File: config.mk
export PLATFORM = sky130hd
export DESIGN_NAME = uart_tx_port_flat
export DESIGN_NICKNAME = d
export VERILOG_FILES = /design/src/rtl/uart_tx_port_pkg.sv /design/src/rtl/uart_tx_port_if.sv /design/src/rtl/uart_tx_port_sync_fifo.sv /design/src/rtl/uart_tx_port.sv /design/src/flat_wrapper.sv
export SDC_FILE = /design/constraint.sdc
export NUM_CORES = 1
export LEC_CHECK = 0
export CAP_MARGIN = 20
export CORE_ASPECT_RATIO = 0.75
export CORE_UTILIZATION = 25
export DETAILED_ROUTE_END_ITERATION = 10
export PLACE_DENSITY = 0.48
export RECOVER_POWER = 50
export SLEW_MARGIN = 15
export SYNTH_ARGS = -nofsm -noshare
export SYNTH_HDL_FRONTEND = slang
export SYNTH_SLANG_ARGS = --single-unit
export TNS_END_PERCENT = 20
File: constraint.sdc
create_clock -name clk -period 9.7 [get_ports clk]
set_input_delay 2.425 -clock clk [delete_from_list [all_inputs] [get_ports clk]]
set_output_delay 2.425 -clock clk [all_outputs]
set_load 0.005 [all_outputs]
File: src/rtl/uart_tx_port_pkg.sv
// Shared definitions for the memory-mapped UART transmitter: bus address map,
// status-word bit positions and serializer state encodings.
package uart_tx_port_pkg;

    localparam logic [31:0] ADDR_UART_DATA = 32'hF000_0030;
    localparam logic [31:0] ADDR_UART_CTRL = 32'hF000_0130;

    localparam int CTRL_NFULL_BIT = 0;
    localparam int CTRL_EMPTY_BIT = 1;
    localparam int CTRL_OVF_BIT   = 2;
    localparam int CTRL_COUNT_LSB = 8;

    typedef enum logic [1:0] {
        IDLE  = 2'd0,
        START = 2'd1,
        DATA  = 2'd2,
        STOP  = 2'd3
    } txState_t;

endpackage

File: src/rtl/uart_tx_port_if.sv
// CPU bus as seen by a memory-mapped device: write/read strobes, address,
// write data, and OR-combined read data.
interface uart_tx_port_if #(
    parameter int BITS = 32
);
    logic            we;
    logic            re;
    logic [BITS-1:0] memAddr;
    logic [BITS-1:0] dataBusIn;
    logic [BITS-1:0] dataBusOut;

    modport master (output we, re, memAddr, dataBusIn, input dataBusOut);
    modport slave  (input we, re, memAddr, dataBusIn, output dataBusOut);
endinterface

File: src/rtl/uart_tx_port_sync_fifo.sv
// Synchronous show-ahead FIFO; a push into a full FIFO is accepted only when
// a pop frees the slot in the same cycle.
module uart_tx_port_sync_fifo #(
    parameter int WIDTH = 8,
    parameter int DEPTH = 16,
    localparam int PW = $clog2(DEPTH),
    localparam int CW = PW + 1
) (
    input  logic             clk,
    input  logic             reset,
    input  logic             push,
    input  logic             pop,
    input  logic [WIDTH-1:0] din,
    output logic [WIDTH-1:0] dout,
    output logic             full,
    output logic             empty,
    output logic [CW-1:0]    count
);

    logic [WIDTH-1:0] mem_r [DEPTH];
    logic [PW-1:0]    wrPtr_r;
    logic [PW-1:0]    rdPtr_r;
    logic [CW-1:0]    count_r;
    logic             pushOk_s;
    logic             popOk_s;

    assign full     = (count_r == CW'(DEPTH));
    assign empty    = (count_r == '0);
    assign count    = count_r;
    assign dout     = mem_r[rdPtr_r];
    assign pushOk_s = push && (!full || pop);
    assign popOk_s  = pop && !empty;

    // Storage array; contents are don't-care until written, so no reset.
    always_ff @(posedge clk) begin
        if (pushOk_s) begin
            mem_r[wrPtr_r] <= din;
        end
    end

    // Pointers wrap naturally at the power-of-two depth.
    always_ff @(posedge clk or negedge reset) begin
        if (!reset) begin
            wrPtr_r <= '0;
            rdPtr_r <= '0;
            count_r <= '0;
        end else begin
            if (pushOk_s) begin
                wrPtr_r <= wrPtr_r + 1'b1;
            end
            if (popOk_s) begin
                rdPtr_r <= rdPtr_r + 1'b1;
            end
            case ({pushOk_s, popOk_s})
                2'b10:   count_r <= count_r + 1'b1;
                2'b01:   count_r <= count_r - 1'b1;
                default: count_r <= count_r;
            endcase
        end
    end

endmodule

File: src/rtl/uart_tx_port.sv
// Memory-mapped 8N1 UART transmitter: DATA writes queue bytes in a FIFO,
// CTRL reports fill level, drain status and a sticky overflow flag.
module uart_tx_port
    import uart_tx_port_pkg::*;
#(
    parameter int              BITS       = 32,
    parameter logic [BITS-1:0] BASE       = ADDR_UART_DATA,
    parameter logic [BITS-1:0] CTRL_BASE  = ADDR_UART_CTRL,
    parameter int              BAUD_DIV   = 565,
    parameter int              FIFO_DEPTH = 16
) (
    input  logic           clk,
    input  logic           reset,
    uart_tx_port_if.slave  bus,
    output logic           tx
);

    localparam int CW = $clog2(FIFO_DEPTH) + 1;
    localparam int BW = $clog2(BAUD_DIV);

    txState_t        state_r;
    txState_t        nextState_s;
    logic [BW-1:0]   baudCnt_r;
    logic [2:0]      bitCnt_r;
    logic [7:0]      shift_r;
    logic [7:0]      shiftNext_s;
    logic            tx_r;
    logic            txNext_s;
    logic            ovf_r;
    logic            dataHit_s;
    logic            ctrlHit_s;
    logic            bitDone_s;
    logic            statusEmpty_s;
    logic            fifoPush_s;
    logic            fifoPop_s;
    logic            fifoFull_s;
    logic            fifoEmpty_s;
    logic [7:0]      fifoDout_s;
    logic [CW-1:0]   fifoCount_s;
    logic [BITS-1:0] rdData_s;
    logic            unusedBits_s;

    assign dataHit_s     = (bus.memAddr == BASE);
    assign ctrlHit_s     = (bus.memAddr == CTRL_BASE);
    assign fifoPush_s    = bus.we && dataHit_s;
    assign bitDone_s     = (baudCnt_r == BW'(BAUD_DIV - 1));
    assign statusEmpty_s = fifoEmpty_s && (state_r == IDLE);
    assign unusedBits_s  = ^bus.dataBusIn[BITS-1:8];
    assign tx            = tx_r;
    assign bus.dataBusOut = rdData_s;

    uart_tx_port_sync_fifo #(
        .WIDTH (8),
        .DEPTH (FIFO_DEPTH)
    ) u_fifo (
        .clk   (clk),
        .reset (reset),
        .push  (fifoPush_s),
        .pop   (fifoPop_s),
        .din   (bus.dataBusIn[7:0]),
        .dout  (fifoDout_s),
        .full  (fifoFull_s),
        .empty (fifoEmpty_s),
        .count (fifoCount_s)
    );

    // Serializer state register.
    always_ff @(posedge clk or negedge reset) begin
        if (!reset) begin
            state_r <= IDLE;
        end else begin
            state_r <= nextState_s;
        end
    end

    // Next-state logic; STOP chains straight into START when more bytes wait.
    always_comb begin
        nextState_s = state_r;
        case (state_r)
            IDLE: begin
                if (!fifoEmpty_s) nextState_s = START;
                else              nextState_s = IDLE;
            end
            START: begin
                if (bitDone_s) nextState_s = DATA;
                else           nextState_s = START;
            end
            DATA: begin
                if (bitDone_s && (bitCnt_r == 3'd7)) nextState_s = STOP;
                else                                  nextState_s = DATA;
            end
            STOP: begin
                if (bitDone_s && !fifoEmpty_s)  nextState_s = START;
                else if (bitDone_s)             nextState_s = IDLE;
                else                            nextState_s = STOP;
            end
            default: nextState_s = IDLE;
        endcase
    end

    // Output logic: FIFO pop, next shift contents, and the next line level
    // (tx is registered from these so it changes on the transition edge).
    always_comb begin
        fifoPop_s   = 1'b0;
        shiftNext_s = shift_r;
        txNext_s    = 1'b1;
        case (state_r)
            IDLE: begin
                if (!fifoEmpty_s) begin
                    fifoPop_s   = 1'b1;
                    shiftNext_s = fifoDout_s;
                end else begin
                    fifoPop_s   = 1'b0;
                end
            end
            DATA: begin
                if (bitDone_s && (bitCnt_r != 3'd7)) shiftNext_s = {1'b0, shift_r[7:1]};
                else                                  shiftNext_s = shift_r;
            end
            STOP: begin
                if (bitDone_s && !fifoEmpty_s) begin
                    fifoPop_s   = 1'b1;
                    shiftNext_s = fifoDout_s;
                end else begin
                    fifoPop_s   = 1'b0;
                end
            end
            default: fifoPop_s = 1'b0;
        endcase
        case (nextState_s)
            START:   txNext_s = 1'b0;
            DATA:    txNext_s = shiftNext_s[0];
            default: txNext_s = 1'b1;
        endcase
    end

    // Baud/bit counters, shift register and registered line output.
    always_ff @(posedge clk or negedge reset) begin
        if (!reset) begin
            baudCnt_r <= '0;
            bitCnt_r  <= 3'd0;
            shift_r   <= 8'd0;
            tx_r      <= 1'b1;
        end else begin
            tx_r    <= txNext_s;
            shift_r <= shiftNext_s;
            if ((state_r == IDLE) || bitDone_s) baudCnt_r <= '0;
            else                                 baudCnt_r <= baudCnt_r + 1'b1;
            if (state_r != DATA)  bitCnt_r <= 3'd0;
            else if (bitDone_s)   bitCnt_r <= bitCnt_r + 3'd1;
            else                  bitCnt_r <= bitCnt_r;
        end
    end

    // Sticky overflow: set when a byte is dropped, cleared by W1C on CTRL bit 2.
    always_ff @(posedge clk or negedge reset) begin
        if (!reset) begin
            ovf_r <= 1'b0;
        end else if (fifoPush_s && fifoFull_s && !fifoPop_s) begin
            ovf_r <= 1'b1;
        end else if (bus.we && ctrlHit_s && bus.dataBusIn[CTRL_OVF_BIT]) begin
            ovf_r <= 1'b0;
        end
    end

    // Combinational read mux; drives zero when not addressed so it can be ORed.
    always_comb begin
        rdData_s = '0;
        if (bus.re && ctrlHit_s) begin
            rdData_s[CTRL_COUNT_LSB +: CW] = fifoCount_s;
            rdData_s[CTRL_OVF_BIT]         = ovf_r;
            rdData_s[CTRL_EMPTY_BIT]       = statusEmpty_s;
            rdData_s[CTRL_NFULL_BIT]       = ~fifoFull_s;
        end else if (bus.re && dataHit_s) begin
            rdData_s[CW-1:0] = fifoCount_s;
        end else begin
            rdData_s = '0;
        end
    end

endmodule

File: src/flat_wrapper.sv
// flat-port wrapper written by rule: the top's interface ports become plain ports
module uart_tx_port_flat import uart_tx_port_pkg::*;
#(
    parameter int              BITS       = 32,
    parameter logic [BITS-1:0] BASE       = ADDR_UART_DATA,
    parameter logic [BITS-1:0] CTRL_BASE  = ADDR_UART_CTRL,
    parameter int              BAUD_DIV   = 565,
    parameter int              FIFO_DEPTH = 16
)
  (clk, reset, tx, bus_we, bus_re, bus_memAddr, bus_dataBusIn, bus_dataBusOut);
  uart_tx_port_if #(.BITS(BITS)) bus_i ();
  input  logic clk;
  input  logic reset;
  output logic tx;
  input wire logic [$bits(bus_i.we)-1:0] bus_we;
  input wire logic [$bits(bus_i.re)-1:0] bus_re;
  input wire logic [$bits(bus_i.memAddr)-1:0] bus_memAddr;
  input wire logic [$bits(bus_i.dataBusIn)-1:0] bus_dataBusIn;
  output wire logic [$bits(bus_i.dataBusOut)-1:0] bus_dataBusOut;
  assign bus_i.we = bus_we;
  assign bus_i.re = bus_re;
  assign bus_i.memAddr = bus_memAddr;
  assign bus_i.dataBusIn = bus_dataBusIn;
  assign bus_dataBusOut = bus_i.dataBusOut;
  uart_tx_port #(.BITS(BITS), .BASE(BASE), .CTRL_BASE(CTRL_BASE), .BAUD_DIV(BAUD_DIV), .FIFO_DEPTH(FIFO_DEPTH)) u_core (.clk(clk), .reset(reset), .bus(bus_i), .tx(tx));
endmodule
==> impl_table.tex, run 1 <==
\begin{tabular}{lr}
\hline
Metric & Value \\
\hline
\multicolumn{2}{l}{\textbf{Timing}} \\
Total count of max-transition violations in the final report & 75 \\
Post-route clock period utilization & 0.7420 \\
Setup repair after global routing missed its margin & false \\
Achievable clock frequency & 138.9 MHz \\
Final setup violation count & 0 \\
Final min period & 7198 ps \\
Min setup slack post-route & 2502 ps \\
Slew @ Worst Pin & 3052 ps \\
Final hold violations & 0 \\
Setup skew after layout & 14.41 ps \\
Accumulated negative setup slack & 0 ps \\
Max-slew headroom & -1.034 \\
\multicolumn{2}{l}{\textbf{Global route}} \\
Wire length of the first global-routing pass & 24120 um \\
Pin count of the biggest net entering global routing & 39 \\
Total global routing overflow & 0 \\
Global Route Usage Sum & 0.1094 \\
Vias in the first global route & 4084 \\
Initial antenna violation count & 0 \\
\multicolumn{2}{l}{\textbf{Worst setup path}} \\
Length in cells of the worst reg-to-reg path & 5 \\
Startpoint of the most critical register-to-register path & u\_core.u\_fifo.rdPtr\_r[0] \\
Worst EP arrival & 4770 ps \\
Maximum fanout count along the critical path & 6 \\
Critical Path Start Type & input pin \\
Required arrival time at the worst endpoint & 7280 ps \\
Category of the most critical setup path & in -> out \\
Critical path endpoint category & primary output \\
End of the worst register-to-register path & u\_core.shift\_r[5] \\
Reg2Reg Setup Slack & 5650 ps \\
\multicolumn{2}{l}{\textbf{Clock tree}} \\
Number of buffers on the longest clock path & 2 \\
TritonCTS clock tree & yes \\
Cell chosen for the clock root & sky130\_fd\_sc\_hd\_\_clkbuf\_16 \\
CTS buffer count & 17 \\
Post\_cts resized & 0 \\
CTS H-tree depth & 4 \\
Clock-pin slew reported for the worst setup and hold paths after clock tree synthesis & 60 ps \\
Number of hold buffers added after CTS & 0 \\
Setup bufs post-CTS & 0 \\
Clock insertion delay at the later pin of the skew report & 430 ps \\
Clock sinks & 166 \\
\multicolumn{2}{l}{\textbf{Outcome}} \\
Violated checks & max-capacitance violations, max-slew violations \\
Result of the run & complete, but fails checks \\
\multicolumn{2}{l}{\textbf{Cells and area}} \\
Leading cell types in the layout, fill and taps excluded & 128 x sky130\_fd\_sc\_hd\_\_edfxtp\_1, 46 x sky130\_fd\_sc\_hd\_\_clkdlybuf4s50\_1, 40 x sky130\_fd\_sc\_hd\_\_mux4\_2 \\
FF+latch area & 0.004797 mm\^{}2 \\
Count of placed standard cells in the final layout, fillers left out & 916 \\
Fraction of layout cells with a size suffix above 1 & 0.1546 \\
Layout filler cell count & 2909 \\
Final antenna diode count & 0 \\
Area growth from synthesis to layout & 19.30\% \\
Final-stage net count & 596 \\
Most common cell after layout, fill and taps aside & sky130\_fd\_sc\_hd\_\_edfxtp\_1 \\
Footprint of the multi-input gates & 0.002420 mm\^{}2 \\
\multicolumn{2}{l}{\textbf{Placement}} \\
Routability cong. & 0.7222 \\
Count of input and output buffers & 54 \\
Half-perimeter wire length of the detailed placement result & 10440 um \\
DP Worst Slack & 2465 ps \\
Total instance count after detailed placement & 884 \\
\multicolumn{2}{l}{\textbf{Yosys}} \\
FFs w/ async S/R, synth & 0.2289 \\
Netlist Area Pre-Place & 0.007455 mm\^{}2 \\
Dominant combinational cell family by area after synthesis & multiplexers \\
Total of warnings raised by yosys & 0 \\
Fraction of synthesized area in multiplexers & 0.1282 \\
EDFF count, synth & 128 \\
Synthesized netlist cell count & 458 \\
Dominant register cell in the synthesized netlist & sky130\_fd\_sc\_hd\_\_edfxtp\_1 \\
Post-synthesis share of cell area spent on full adders, half adders and majority gates & 0.02853 \\
Average size of a mapped cell & 16.28 um\^{}2 \\
Share of the synthesized netlist area taken by xor and xnor gates & 0.02467 \\
Number of synthesized register bits & 166 \\
Share of synthesized cell area in and, or, nand and nor gates & 0.08275 \\
Area fraction in compound gates after synthesis & 0.04599 \\
Number of distinct standard cells referenced by the synthesized netlist & 63 \\
Share of the yosys chip area belonging to registers & 0.6433 \\
\multicolumn{2}{l}{\textbf{Floorplanning}} \\
Overall die area & 0.03052 mm\^{}2 \\
Die width & 201.4 um \\
Height of the chip & 151.5 um \\
Standard-cell row count & 54 \\
Number of top-level pins & 101 \\
Core area & 0.02919 mm\^{}2 \\
Initial core utilization & 0.2554 \\
\multicolumn{2}{l}{\textbf{Route}} \\
DR DRC count & 0 \\
Count of routing violations after the opening detailed-route iteration & 290 \\
TritonRoute pass-1 iters & 4 \\
Detail-routed via count per cell & 4.406 \\
Total Wirelength & 15950 um \\
Average wire per cell in the routed design & 17.42 um \\
Vias after detailed routing & 4036 \\
Number of nets still failing antenna checks after routing & 0 \\
\multicolumn{2}{l}{\textbf{Worst hold path}} \\
Class of the tightest hold or removal check & reg -> reg \\
Endpoint of the worst hold-timing path & u\_core.shift\_r[7] \\
Cell count of the worst hold path & 2 \\
Start point of the worst min-delay path & u\_core.shift\_r[7] \\
\multicolumn{2}{l}{\textbf{Pwr}} \\
Power density over the cells & 162.7 mW/mm\^{}2 \\
IR drop worst, VDD & 0.1369 mV \\
Pleak & 3.055 nW \\
\multicolumn{2}{l}{\textbf{Flow run}} \\
Number of max-capacitance violations reported & 2 \\
\hline
\end{tabular}
[cell families after synthesis]
family | Yosys count
flip-flops | 166
AND/OR/NAND/NOR | 98
buffers and inverters | 63
AO/OA/AOI/OAI | 47
multiplexers | 45
XOR/XNOR | 21
adder cells (fa/ha/maj) | 17
other | 1
[layout make-up]
type | instances | share of cell area
clock buffer | 20 | 0.04910
clock inverter | 12 | 0.01449
inverter | 20 | 0.008441
multi-input combinational | 250 | 0.2721
sequential | 166 | 0.5394
tap | 392 | 0.05515
timing repair buffer | 56 | 0.06134
[cells in the mapped netlist, drive strengths merged (2+ instances only)]
master	number	share of area
and4bb	2	0.0034
a31oi	3	0.0025
buf	29	0.029
a21oi	4	0.0027
or3	2	0.0024
o21a	2	0.0020
clkbuf	14	0.0070
dfrtp	37	0.12
a22o	2	0.0024
a21o	3	0.0030
and2	7	0.0060
and4	5	0.0059
nor4	6	0.0050
a2111oi	2	0.0034
xnor2	14	0.016
nor4bb	3	0.0040
ha	17	0.029
and3	9	0.0076
nor3	4	0.0034
mux2	4	0.0060
nand3	4	0.0027
xor2	7	0.0082
o21ai	14	0.0099
and4b	8	0.011
nand2	15	0.0076
a22oi	7	0.0070
nand4	5	0.0042
nor2b	2	0.0017
edfxtp	128	0.52
nor2	17	0.0086
inv	20	0.010
nor4b	3	0.0035
mux4	40	0.12
[layer usage]
| layer | part of all wire | vias to the layer above | track usage | routed length [um] |
|---|---|---|---|---|
| met2 | 0.46 | 128 | 0.1752 | 7399 |
| met3 | 0.086 | 15 | 0.03208 | 1378 |
| met1 | 0.44 | 2039 | 0.1450 | 7021 |
| met4 | 0.0096 | 0 | 0.02917 | 153 |
| li1 | - | 1854 | - | - |
| met5 | 0 | - | 0 | 0 |
[worst max path at each step]
stage,from,endpoint,cells past startpoint
floorplan,bus_memAddr[9],bus_dataBusOut[0],5
global placement,bus_memAddr[18],bus_dataBusOut[0],7
detailed placement,bus_memAddr[18],bus_dataBusOut[1],7
CTS,bus_memAddr[18],bus_dataBusOut[1],7
global route,bus_memAddr[18],bus_dataBusOut[1],7
finish,bus_memAddr[5],bus_dataBusOut[1],7
[state kept, by name (all words and copies together) (netlist names)]
name                   count
u_core.u_fifo.wrPtr_r      4
u_core.u_fifo.rdPtr_r      4
u_core.u_fifo.mem_r      128
u_core.bitCnt_r            3
u_core.tx                  1
u_core.u_fifo.count        5
u_core.ovf_r               1
u_core.state_r             2
u_core.shift_r             8
u_core.baudCnt_r          10
[worst max-delay path, stage by stage]
cell and delay (ps):
sky130_fd_sc_hd__clkdlybuf4s50_1 450, sky130_fd_sc_hd__nor4bb_1 280, sky130_fd_sc_hd__nand4_1 210, sky130_fd_sc_hd__nor3_1 510
sky130_fd_sc_hd__and2_1 250, sky130_fd_sc_hd__a32o_1 150, sky130_fd_sc_hd__clkdlybuf4s50_1 500
[through the flow]
step	cell area, um^2	util	hold WS, ps	power (mW)
2_1_floorplan	7533	-	456.4	0.7909
3_3_place_gp	8338	0.2857	499.9	0.8110
3_5_place_dp	8338	0.2857	505.6	0.8128
4_1_cts	8904	0.3050	523.1	1.464
5_1_grt	8894	0.3047	558.2	1.495
6_report	8894	0.3047	517.3	1.447
[report_power, final]
part | internal [mW] | leakage, nW | switching (mW)
logic | 0.0149 | 1.17 | 0.0154
clock network | 0.378 | 0.268 | 0.272
registers | 0.767 | 1.61 | 0.00000000119
Note: power is estimated with default switching activity, not from simulation.
==> inputs of run 2 (changes only) <==
==> constraint.sdc (replaced) <==
create_clock -name clk -period 7 [get_ports clk]
set_input_delay 1.75 -clock clk [delete_from_list [all_inputs] [get_ports clk]]
set_output_delay 1.75 -clock clk [all_outputs]
set_load 0.005 [all_outputs]
==> run 2 against run 1 <==
The run still ends with max-capacitance violations, max-slew violations left. Largest power group unchanged. Count of clock-buffer cells in the layout shrank 3. Die area is the same. Clock power grew 39%. Wire length grew 0.29%. Sequential power grew 38%. Setup slack lost 1200 ps. Worst hold slack gained 3.1 ps. Combinational power grew 36%. Core utilization is essentially flat. Global-route usage is essentially flat.
==> impl_table.tex, run 2 (same netlist as run 1, synthesis figures left out) <==
\begin{tabular}{lr}
\hline
Metric & Value \\
\hline
\multicolumn{2}{l}{\textbf{Outcome}} \\
Result of the run & complete, but fails checks \\
Violated checks & max-capacitance violations, max-slew violations \\
\multicolumn{2}{l}{\textbf{Route}} \\
Average wire per cell in the routed design & 17.45 um \\
Total Wirelength & 16000 um \\
Vias after detailed routing & 4122 \\
Count of routing violations after the opening detailed-route iteration & 347 \\
DR DRC count & 0 \\
Detail-routed via count per cell & 4.495 \\
TritonRoute pass-1 iters & 5 \\
Number of nets still failing antenna checks after routing & 0 \\
\multicolumn{2}{l}{\textbf{Global route}} \\
Initial antenna violation count & 0 \\
Global Route Usage Sum & 0.1095 \\
Pin count of the biggest net entering global routing & 39 \\
Total global routing overflow & 0 \\
Wire length of the first global-routing pass & 24320 um \\
Vias in the first global route & 4159 \\
\multicolumn{2}{l}{\textbf{Timing}} \\
Post-route clock period utilization & 0.8197 \\
Achievable clock frequency & 174.3 MHz \\
Accumulated negative setup slack & 0 ps \\
Total count of max-transition violations in the final report & 75 \\
Final min period & 5738 ps \\
Setup repair after global routing missed its margin & false \\
Max-slew headroom & -1.057 \\
Final setup violation count & 0 \\
Slew @ Worst Pin & 3085 ps \\
Final hold violations & 0 \\
Setup skew after layout & 11.08 ps \\
\multicolumn{2}{l}{\textbf{Cells and area}} \\
End-of-flow core utilization & 0.3050 \\
Fraction of layout cells with a size suffix above 1 & 0.1581 \\
Final antenna diode count & 0 \\
Regs by FF count & u\_core.u\_fifo.mem\_r: 128 flops, u\_core.baudCnt\_r: 10 flops, u\_core.shift\_r: 8 flops \\
Largest register by flop count & u\_core.u\_fifo.mem\_r \\
Leading cell types in the layout, fill and taps excluded & 128 x sky130\_fd\_sc\_hd\_\_edfxtp\_1, 45 x sky130\_fd\_sc\_hd\_\_clkdlybuf4s50\_1, 40 x sky130\_fd\_sc\_hd\_\_mux4\_2 \\
Most common cell after layout, fill and taps aside & sky130\_fd\_sc\_hd\_\_edfxtp\_1 \\
Area growth from synthesis to layout & 19.42\% \\
Layout filler cell count & 2891 \\
Final-stage net count & 597 \\
Flip-flop count of the largest register after layout & 128 \\
\multicolumn{2}{l}{\textbf{Pwr}} \\
Power density over the cells & 225.1 mW/mm\^{}2 \\
IR drop worst, VDD & 0.1743 mV \\
Pleak & 3.068 nW \\
Internal power & 1.581 mW \\
Net Sw Power & 423.1 uW \\
Combinational Power Share & 0.021 \\
Fraction of power consumed by sequential logic & 0.530 \\
Fraction of power spent switching nets & 0.2111 \\
Clock Power Share & 0.449 \\
\multicolumn{2}{l}{\textbf{Clock tree}} \\
Number of hold buffers added after CTS & 0 \\
TritonCTS clock tree & yes \\
CTS H-tree depth & 4 \\
Setup bufs post-CTS & 0 \\
CTS buffer count & 17 \\
Clock sinks & 166 \\
Cell chosen for the clock root & sky130\_fd\_sc\_hd\_\_clkbuf\_16 \\
Number of buffers on the longest clock path & 2 \\
Clock-pin slew reported for the worst setup and hold paths after clock tree synthesis & 60 ps \\
Post\_cts resized & 0 \\
Clock insertion delay at the later pin of the skew report & 430 ps \\
\multicolumn{2}{l}{\textbf{Worst setup path}} \\
Worst setup path endpoint & bus\_dataBusOut[1] \\
Reg2Reg Setup Slack & 2920 ps \\
Worst path cell trace & clkdlybuf4s50\_1 > nor4bb\_1 > nand4\_1 > nor2\_1 > and3\_1 > a32o\_1 > clkdlybuf4s50\_1 \\
Required arrival time at the worst endpoint & 5250 ps \\
Worst EP arrival & 3990 ps \\
Category of the most critical setup path & in -> out \\
Top cell by count, worst path & sky130\_fd\_sc\_hd\_\_clkdlybuf4s50\_1 \\
Cell family with most CP delay & simple AND/OR/NAND/NOR gates \\
Slowest cell on the critical path & sky130\_fd\_sc\_hd\_\_clkdlybuf4s50\_1 \\
Critical path endpoint category & primary output \\
Setup crit start & bus\_memAddr[5] \\
Slowest Stage Delay on Critical Path & 500 ps \\
End of the worst register-to-register path & u\_core.shift\_r[5] \\
Maximum fanout count along the critical path & 8 \\
Buf/Inv on CP & 2 \\
Critical Path Start Type & input pin \\
Number of logic stages on the critical path including buffering & 7 \\
Startpoint of the most critical register-to-register path & u\_core.u\_fifo.rdPtr\_r[0] \\
Length in cells of the worst reg-to-reg path & 5 \\
\multicolumn{2}{l}{\textbf{Floorplanning}} \\
Die width & 201.4 um \\
Number of top-level pins & 101 \\
Core area & 0.02919 mm\^{}2 \\
Initial core utilization & 0.2554 \\
Standard-cell row count & 54 \\
Height of the chip & 151.5 um \\
Overall die area & 0.03052 mm\^{}2 \\
\multicolumn{2}{l}{\textbf{Flow run}} \\
Number of max-capacitance violations reported & 2 \\
\multicolumn{2}{l}{\textbf{Placement}} \\
Half-perimeter wire length of the detailed placement result & 10580 um \\
Routability cong. & 0.7230 \\
Count of input and output buffers & 54 \\
\multicolumn{2}{l}{\textbf{Worst hold path}} \\
Cell count of the worst hold path & 1 \\
Class of the tightest hold or removal check & reg -> reg \\
\hline
\end{tabular}
[run 2: cell types whose count changed in the layout (fill, tap and decap cells not counted), moves of 2 or more]
cell / delta
sky130_fd_sc_hd__inv_6: +5
sky130_fd_sc_hd__clkbuf_1: -3
sky130_fd_sc_hd__clkinv_1: +2
sky130_fd_sc_hd__o21ai_1: +7
sky130_fd_sc_hd__inv_8: +2
sky130_fd_sc_hd__o21ai_0: -7
sky130_fd_sc_hd__clkinv_2: -2
[run 2: layout make-up]
class | instances | area (um^2) | share of cell area
sequential | 166 | 4797 | 0.5389
tap | 392 | 490.5 | 0.05509
timing repair buffer | 57 | 553.0 | 0.06212
clock inverter | 15 | 141.4 | 0.01588
multi-input combinational | 250 | 2420 | 0.2718
clock buffer | 17 | 425.4 | 0.04779
inverter | 20 | 75.07 | 0.008433
[run 2: through the flow]
stage	hold slack [ps]	worst slack, ps	total power, mW	cells	area (um^2)
final	520.3	1262	2.004	917	8902
after global routing	560.6	1021	2.072	917	8902
after CTS	526.7	1218	2.025	917	8912
after detailed placement	509.6	1231	1.126	885	8346
after global placement	499.9	1275	1.124	885	8346
after floorplan	456.4	2389	1.096	479	7533
[run 2: power groups by stage]
stage | sequential, mW | clock (mW) | combinational (mW)
after global routing | 1.06 | 0.964 | 0.0462
after floorplan | 1.08 | 0 | 0.0128
after detailed placement | 1.08 | 0 | 0.0431
final | 1.06 | 0.901 | 0.0413
after CTS | 1.06 | 0.919 | 0.0432
after global placement | 1.08 | 0 | 0.0409
[run 2: how the worst min path moves through the flow]
stage / startpoint / to / slack (ps)
2_1_floorplan: u_core.shift_r[7] / u_core.shift_r[7] / 460
3_3_place_gp: u_core.shift_r[5] / u_core.shift_r[4] / 500
3_5_place_dp: u_core.shift_r[2] / u_core.shift_r[1] / 510
4_1_cts: u_core.baudCnt_r[0] / u_core.baudCnt_r[0] / 530
5_1_grt: u_core.shift_r[2] / u_core.shift_r[1] / 560
6_report: u_core.baudCnt_r[0] / u_core.baudCnt_r[0] / 520
[run 2: metal layers]
metal,GRT usage,share of wire
met1,0.1465,0.46
met2,0.1776,0.47
met3,0.02545,0.055
met4,0.03182,0.0091
met5,0,0
